<file path="config.mk">
export PLATFORM = sky130hd
export DESIGN_NAME = nmr_scan_scheduler
export DESIGN_NICKNAME = d
export VERILOG_FILES = /design/src/rtl/nmr_sched_pkg.sv /design/src/rtl/nmr_sched_delay_cnt.sv /design/src/rtl/nmr_scan_scheduler.sv
export SDC_FILE = /design/constraint.sdc
export NUM_CORES = 1
export LEC_CHECK = 0
export CORE_MARGIN = 2
export CORE_UTILIZATION = 30
export CTS_CLUSTER_SIZE = 14
export DETAILED_ROUTE_END_ITERATION = 10
export GPL_TIMING_DRIVEN = 0
export SKIP_CTS_REPAIR_TIMING = 1
export SYNTH_ARGS = -nofsm -noshare
export SYNTH_HDL_FRONTEND = slang
export SYNTH_SLANG_ARGS = --single-unit
export TNS_END_PERCENT = 1
</file>
<file path="constraint.sdc">
create_clock -name CLK -period 11 [get_ports CLK]
set_input_delay 2.75 -clock CLK [delete_from_list [all_inputs] [get_ports CLK]]
set_output_delay 2.75 -clock CLK [all_outputs]
set_load 0.02 [all_outputs]
</file>
<file path="src/rtl/nmr_sched_pkg.sv">
// Shared types and constants for the NMR multi-scan scheduler.
package nmr_sched_pkg;

  typedef enum logic [4:0] {
    ST_IDLE     = 5'b00001,
    ST_LAUNCH   = 5'b00010,
    ST_WAIT_END = 5'b00100,
    ST_REP_WAIT = 5'b01000,
    ST_FINISH   = 5'b10000
  } sched_state_e;

  localparam int unsigned ACK_TIMEOUT_DEF = 15;
  localparam logic        PHASE_CYC_IDLE  = 1'b1;

  // Bits needed to hold values 0..max_val.
  function automatic int unsigned cnt_width(input int unsigned max_val);
    return (max_val < 2) ? 1 : $clog2(max_val + 1);
  endfunction

endpackage

</file>
<file path="src/rtl/nmr_sched_delay_cnt.sv">
// Loadable saturating down-counter with zero flag; serves both the
// repetition delay and the pulse-program ack timeout.
module nmr_sched_delay_cnt #(
  parameter int unsigned WIDTH = 32
) (
  input  logic             CLK,
  input  logic             RESET,
  input  logic             i_load,
  input  logic             i_en,
  input  logic [WIDTH-1:0] i_load_val,
  output logic             o_zero_c
);

  logic [WIDTH-1:0] r_cnt;

  always_ff @(posedge CLK or posedge RESET) begin
    if (RESET) begin
      r_cnt <= '0;
    end else if (i_load) begin
      r_cnt <= i_load_val;
    end else if (i_en && (r_cnt != '0)) begin
      r_cnt <= r_cnt - WIDTH'(1);
    end
  end

  assign o_zero_c = (r_cnt == '0);

endmodule

</file>
<file path="src/rtl/nmr_scan_scheduler.sv">
// Multi-scan sequencer driving the pulse-program START/PHASE_CYC inputs:
// back-to-back scans, repetition delay, phase cycling, abort and ack timeout.
module nmr_scan_scheduler
  import nmr_sched_pkg::*;
#(
  parameter int unsigned SCAN_CNT_WIDTH  = 16,
  parameter int unsigned REP_DELAY_WIDTH = 32,
  parameter int unsigned ACK_TIMEOUT     = ACK_TIMEOUT_DEF
) (
  input  logic                       CLK,
  input  logic                       RESET,
  input  logic                       RUN,
  input  logic                       ABORT,
  input  logic [SCAN_CNT_WIDTH-1:0]  NUM_SCANS,
  input  logic [REP_DELAY_WIDTH-1:0] REP_DELAY,
  input  logic                       PHASE_CYC_EN,
  input  logic                       PP_FSMSTAT,
  output logic                       PP_START,
  output logic                       PHASE_CYC,
  output logic                       BUSY,
  output logic                       DONE,
  output logic                       ERR,
  output logic [SCAN_CNT_WIDTH-1:0]  SCAN_IDX
);

  localparam int unsigned       ACK_W    = cnt_width(ACK_TIMEOUT);
  localparam logic [ACK_W-1:0]  ACK_LOAD = ACK_W'(ACK_TIMEOUT - 1);

  sched_state_e                r_state;
  logic                        r_pp_start;
  logic                        r_phase_cyc;
  logic                        r_busy;
  logic                        r_done;
  logic                        r_err;
  logic                        r_abort_pend;
  logic                        r_phase_en;
  logic [SCAN_CNT_WIDTH-1:0]   r_scan_idx;
  logic [SCAN_CNT_WIDTH-1:0]   r_num_scans;
  logic [REP_DELAY_WIDTH-1:0]  r_rep_delay;

  logic                        w_ack_load;
  logic                        w_ack_en;
  logic                        w_ack_zero;
  logic                        w_rep_load;
  logic                        w_rep_en;
  logic                        w_rep_zero;
  logic                        w_last;
  logic [SCAN_CNT_WIDTH-1:0]   w_idx_next;

  // Counter controls must act on the same edge as the state transition.
  always_comb begin
    w_ack_load = 1'b0;
    w_ack_en   = 1'b0;
    w_rep_load = 1'b0;
    w_rep_en   = 1'b0;
    w_idx_next = r_scan_idx + SCAN_CNT_WIDTH'(1);
    w_last     = (w_idx_next == r_num_scans) || r_abort_pend || ABORT;
    case (r_state)
      ST_LAUNCH: begin
        if (!PP_FSMSTAT) begin
          w_ack_load = !r_pp_start;
          w_ack_en   = r_pp_start;
        end
      end
      ST_WAIT_END: w_rep_load = !PP_FSMSTAT && !w_last;
      ST_REP_WAIT: begin
        w_rep_en   = 1'b1;
        w_ack_load = w_rep_zero && !ABORT;
      end
      default: ;
    endcase
  end

  nmr_sched_delay_cnt #(.WIDTH(REP_DELAY_WIDTH)) u_rep_cnt (
    .CLK        (CLK),
    .RESET      (RESET),
    .i_load     (w_rep_load),
    .i_en       (w_rep_en),
    .i_load_val (r_rep_delay),
    .o_zero_c   (w_rep_zero)
  );

  // Loaded as PP_START rises, so it counts the cycles START has been high.
  nmr_sched_delay_cnt #(.WIDTH(ACK_W)) u_ack_cnt (
    .CLK        (CLK),
    .RESET      (RESET),
    .i_load     (w_ack_load),
    .i_en       (w_ack_en),
    .i_load_val (ACK_LOAD),
    .o_zero_c   (w_ack_zero)
  );

  always_ff @(posedge CLK or posedge RESET) begin
    if (RESET) begin
      r_state      <= ST_IDLE;
      r_pp_start   <= 1'b0;
      r_phase_cyc  <= PHASE_CYC_IDLE;
      r_busy       <= 1'b0;
      r_done       <= 1'b0;
      r_err        <= 1'b0;
      r_abort_pend <= 1'b0;
      r_phase_en   <= 1'b0;
      r_scan_idx   <= '0;
      r_num_scans  <= '0;
      r_rep_delay  <= '0;
    end else begin
      case (r_state)
        ST_IDLE: begin
          r_done       <= 1'b0;
          r_abort_pend <= 1'b0;
          if (RUN) begin
            r_num_scans <= NUM_SCANS;
            r_rep_delay <= REP_DELAY;
            r_phase_en  <= PHASE_CYC_EN;
            r_err       <= 1'b0;
            r_scan_idx  <= '0;
            r_phase_cyc <= PHASE_CYC_IDLE;
            r_busy      <= 1'b1;
            r_state     <= (NUM_SCANS == '0) ? ST_FINISH : ST_LAUNCH;
          end else begin
            r_busy <= 1'b0;
          end
        end
        ST_LAUNCH: begin
          if (ABORT) r_abort_pend <= 1'b1;
          if (PP_FSMSTAT) begin
            r_pp_start <= 1'b0;
            r_state    <= ST_WAIT_END;
          end else if (r_pp_start && w_ack_zero) begin
            r_pp_start <= 1'b0;
            r_err      <= 1'b1;
            r_state    <= ST_FINISH;
          end else begin
            r_pp_start <= 1'b1;
          end
        end
        ST_WAIT_END: begin
          if (ABORT) r_abort_pend <= 1'b1;
          if (!PP_FSMSTAT) begin
            r_scan_idx  <= w_idx_next;
            r_phase_cyc <= r_phase_en ? ~w_idx_next[0] : PHASE_CYC_IDLE;
            r_state     <= w_last ? ST_FINISH : ST_REP_WAIT;
          end
        end
        ST_REP_WAIT: begin
          // Raising START on the leaving edge keeps REP_DELAY=0 at a 1-cycle gap.
          if (ABORT) begin
            r_state <= ST_FINISH;
          end else if (w_rep_zero) begin
            r_pp_start <= 1'b1;
            r_state    <= ST_LAUNCH;
          end
        end
        ST_FINISH: begin
          r_done  <= 1'b1;
          r_state <= ST_IDLE;
        end
        default: r_state <= ST_IDLE;
      endcase
    end
  end

  assign PP_START  = r_pp_start;
  assign PHASE_CYC = r_phase_cyc;
  assign BUSY      = r_busy;
  assign DONE      = r_done;
  assign ERR       = r_err;
  assign SCAN_IDX  = r_scan_idx;

endmodule

</file>
==> out/summary.md, run 1 <==
The detailed router put a total of 7781 µm of wire on met1. The startpoint identified for the worst register-to-register timing path is SCAN_IDX[1]$_DFFE_PP0P_. Data on the critical path is required at its endpoint by 11.25 ns. Setup total negative slack on the finished layout was measured at 0 ns.

The tools report the number of antenna violations at the first check in global routing as 0. The number of library cell types mapped by synthesis is 67. In this run the critical register-to-register path is captured at u_rep_cnt.r_cnt[4]$_DFFE_PP0P_. The shortest clock period the worst path allows after layout came out at 5.013 ns. Once the floorplan was initialized, standard cells occupied 30.74% of the core. Across the routed clock network, the largest skew measured is 0.01437 ns. In the detailed route, the total length drawn on met3 is 758 µm. The mapped netlist covers 6022 µm². Of all nets on the critical path, the largest fanout is 10. For the area of the core region, the log shows 19590 µm². Number of failing hold endpoints at the final stage: 0. The first detailed-routing pass ran for 5 iterations.

Tracing the worst setup path back leads to its startpoint at PP_FSMSTAT. After clock tree synthesis, the clock-pin slew on the worst setup and hold paths is 0.08 ns. The logs give 3 for the number of H-tree levels and 4821 for the number of global-route vias before repair. Net count reported at finish: 733.

The repair_antennas step left the layout with diodes totalling 0. The clock net in this run drives a total of 112 sinks. The number of placed instances with taps included was 930.

The average cell area after synthesis was 10.21 µm²; the violation count after the first detailed-routing iteration was 324. Summing over every cut layer, the via total after detailed routing is 4884. The run finished with clean final reports.

Once detail routing completed, the nets flagged for antenna violations numbered 0. The tools report the static leakage as 3.043 nW. In the final routed layout, each cell accounts on average for 16.64 µm. The layout has 1951 filler cells. Counting along the longest clock path gives a buffer depth of 2. The first global-routing pass estimated 25570 µm of wire. Sorting the synthesized cells by how often they occur yields dfrtp_1, nand2_1, mux2_2.

The smallest setup slack after layout was 5.987 ns. After detailed routing, the number of remaining DRC violations is 0. The chip height was 145.7 µm. The synthesized design contains 112 register bits. At the pin with the least slew margin, the transition time is 0.7385 ns.

During synthesis, Yosys emitted a total of 0 warnings. The number of nets in the synthesized netlist is 647. After global routing the overflow that remains totals 0. The minimum setup slack after placement was 5.586 ns. Sorting the synthesized cells by area gives the leading types as dfrtp_1, mux2_2, o21ai_0, nand2_1, nor2_1. The critical path ends at u_rep_cnt.r_cnt[4]$_DFFE_PP0P_.

Area taken by flip-flops and latches: 2805 µm². Type of element launching the critical path: a primary input. Setup repair after global routing left no endpoint under its margin. The number of standard-cell rows in the floorplan is 51.

In this run, synthesis inferred 0 flip-flops with an integrated enable. The critical path data arrival time came out at 5.27 ns. The type of the worst min-delay path is reg -> reg. Max-cap violations in this run came to 0. The detailed-placement wirelength estimate was 11350 µm.

Of all flip-flops after synthesis, the portion carrying an async set or reset was 100.0%. IR analysis of the VDD net gives a maximum drop of 0.1029 mV. Setup violations remaining at the end of the flow were counted as 0. The congestion estimate from routability-driven global placement came to 0.8463. For this design the ratio of total power to cell area is 218.0 nW/µm². TritonCTS built the clock tree.

Summed over all nets, wire length on met2 after detailed routing comes to 6995 µm. The final-layout worst hold slack is 0.4669 ns, and the normalized max-slew margin is 50.77%. The cell count after synthesis came out at 590. Area of the multi-input gates: 3020 µm². After detailed routing, the total wire length is 15740 µm. For this run, the total global-route usage over all layers was measured as 14.99%. After layout, the worst path uses 45.58% of the clock period. From synthesis to final layout, the design area changed by 23.81%.

The cell with the most instances after synthesis is dfrtp_1. The critical path in this run is classified as in -> reg. Buffers inserted during clock tree synthesis total 9. The cell type with the highest aggregate area in the netlist was dfrtp_1.

The tools report the latest clock arrival within the worst-skew pair as 0.36 ns. During I/O placement, the number of pins put on the boundary was 75. Horizontal die dimension: 145.7 µm.

The tools report the root cell of the clock tree as clkbuf_16. Across all register-to-register paths, the minimum setup slack is 7.45 ns. For the highest attainable clock frequency, the log shows 199.5 MHz. After synthesis, the largest area contributor takes up 45.71% of total cell area. The tools report the max-slew violation total from the final report as 0. The full die area was 21220 µm²; the pin count of the biggest net entering global routing was 58. In the final layout, the share of cells above drive strength 1 is 14.98%.

After detailed routing, no signal wire sits above met4. After detailed routing, the number of vias per cell comes to 5.163. The overall power of the completed layout is 1.626 mW.

The worst register-to-register path has a depth of 10. Leaving out filler cells and counting taps, the final layout contains 946. Buffers placed on the I/O ports in this run total 74. Summing the sequential cell areas from Yosys gives 46.58% of the chip area. For this run, the leading register cell type out of synthesis is dfrtp_1. The worst setup path is captured at a register.
## kinds of logic (layout without fill, tap and decap cells)
family	Yosys count	after routing	synth area share (%)
xor gates and xnor gates	26	26	3.781
DFF	112	112	46.58
adders and majority gates	3	3	0.6234
and+or+nand+nor	224	224	20.74
muxes	51	51	9.516
AOI/OAI and AO/OA	134	134	15.50
buffers and inverters	40	131	3.262
## placed cells by master (no fill, tap or decap), drive strengths merged, types with 5 or more instances in the layout
cell type,netlist,routed
and2,6,6
nand3,26,26
nor2,46,46
nand2,51,51
or3,14,14
nand4,10,10
a21oi,21,21
or4,7,7
a21o,5,5
xor2,7,7
dfrtp,110,110
clkbuf,9,18
o21ai,41,41
nor3,17,17
o31ai,14,14
buf,21,22
mux2,50,50
clkdlybuf4s50,0,74
a221o,12,12
inv,10,12
nor4,15,15
xnor2,19,19
and3,9,9
## stage by stage
stage               area (µm²)  utilization (%)
floorplan                 6022                -
CTS                       7456            38.06
finish                    7456            38.06
detailed placement        7127            36.38
global placement          7094            36.21
global route              7456            38.06
## layer usage
metal	vias to the layer above	global-route usage, %
met4	0	3.235
li1	2381	-
met5	-	0
met1	2376	21.36
met2	110	22.97
met3	17	3.856
## worst min path at each step
stage | start | endpoint | slack (ns) | depth (start not counted)
after CTS | PHASE_CYC$_DFFE_PP1P_ | PHASE_CYC$_DFFE_PP1P_ | 0.47 | 2
final | PHASE_CYC$_DFFE_PP1P_ | PHASE_CYC$_DFFE_PP1P_ | 0.47 | 2
after global placement | PHASE_CYC$_DFFE_PP1P_ | PHASE_CYC$_DFFE_PP1P_ | 0.45 | 2
after floorplan | r_rep_delay[10]$_DFFE_PP0P_ | u_rep_cnt.r_cnt[10]$_DFFE_PP0P_ | 0.44 | 2
after detailed placement | PHASE_CYC$_DFFE_PP1P_ | PHASE_CYC$_DFFE_PP1P_ | 0.46 | 2
after global routing | PHASE_CYC$_DFFE_PP1P_ | PHASE_CYC$_DFFE_PP1P_ | 0.48 | 2
## final cells by class
cell class	instances	area share (%)
buffer	30	2.131
inverter	10	0.5706
sequential	112	37.62
clock inverter	7	1.393
multi-input combinational	438	40.51
clock buffer	9	3.021
tap	265	4.447
timing repair buffer	75	10.30
## critical path, cell delays in order
cell	delay (ns)
clkdlybuf4s50_1	0.50
nor2_1	0.53
nand2_1	0.11
a41oi_1	0.45
clkbuf_1	0.52
mux2_2	0.40
## state kept, by name (all words and copies together) (netlist names)
| register | cells |
|---|---|
| ERR | 1 |
| r_rep_delay | 32 |
| r_phase_en | 1 |
| r_abort_pend | 1 |
| PP_START | 1 |
| DONE | 1 |
| u_ack_cnt.r_cnt | 4 |
| BUSY | 1 |
| r_state | 5 |
| u_rep_cnt.r_cnt | 32 |
| SCAN_IDX | 16 |
| r_num_scans | 16 |
| PHASE_CYC | 1 |
## report_power, final
part,switching [mW],total [mW],internal [mW],leakage (nW)
Clock,0.161,0.363,0.203,0.163
Combinational,0.264,0.538,0.274,1.50
Sequential,0.142,0.724,0.583,1.38
(Power assumes the default switching activity.)
==> run 2: changes to the inputs <==
clock period = 4.4 ns   (was 11 ns; I/O delays follow)
==> results of run 2 <==
The final DEF is identical to that of run 1. Status: complete, no violations.
Among the figures that moved: setup slack after placement 5.586 ns -> 0.6361 ns; setup slack after layout 5.987 ns -> 0.8538 ns; start point of the critical path PP_FSMSTAT -> SCAN_IDX[1]$_DFFE_PP0P_; register-to-register setup slack 7.45 ns -> 0.85 ns; total power 1.626 mW -> 4.064 mW; worst IR drop on VDD 0.1029 mV -> 0.2573 mV
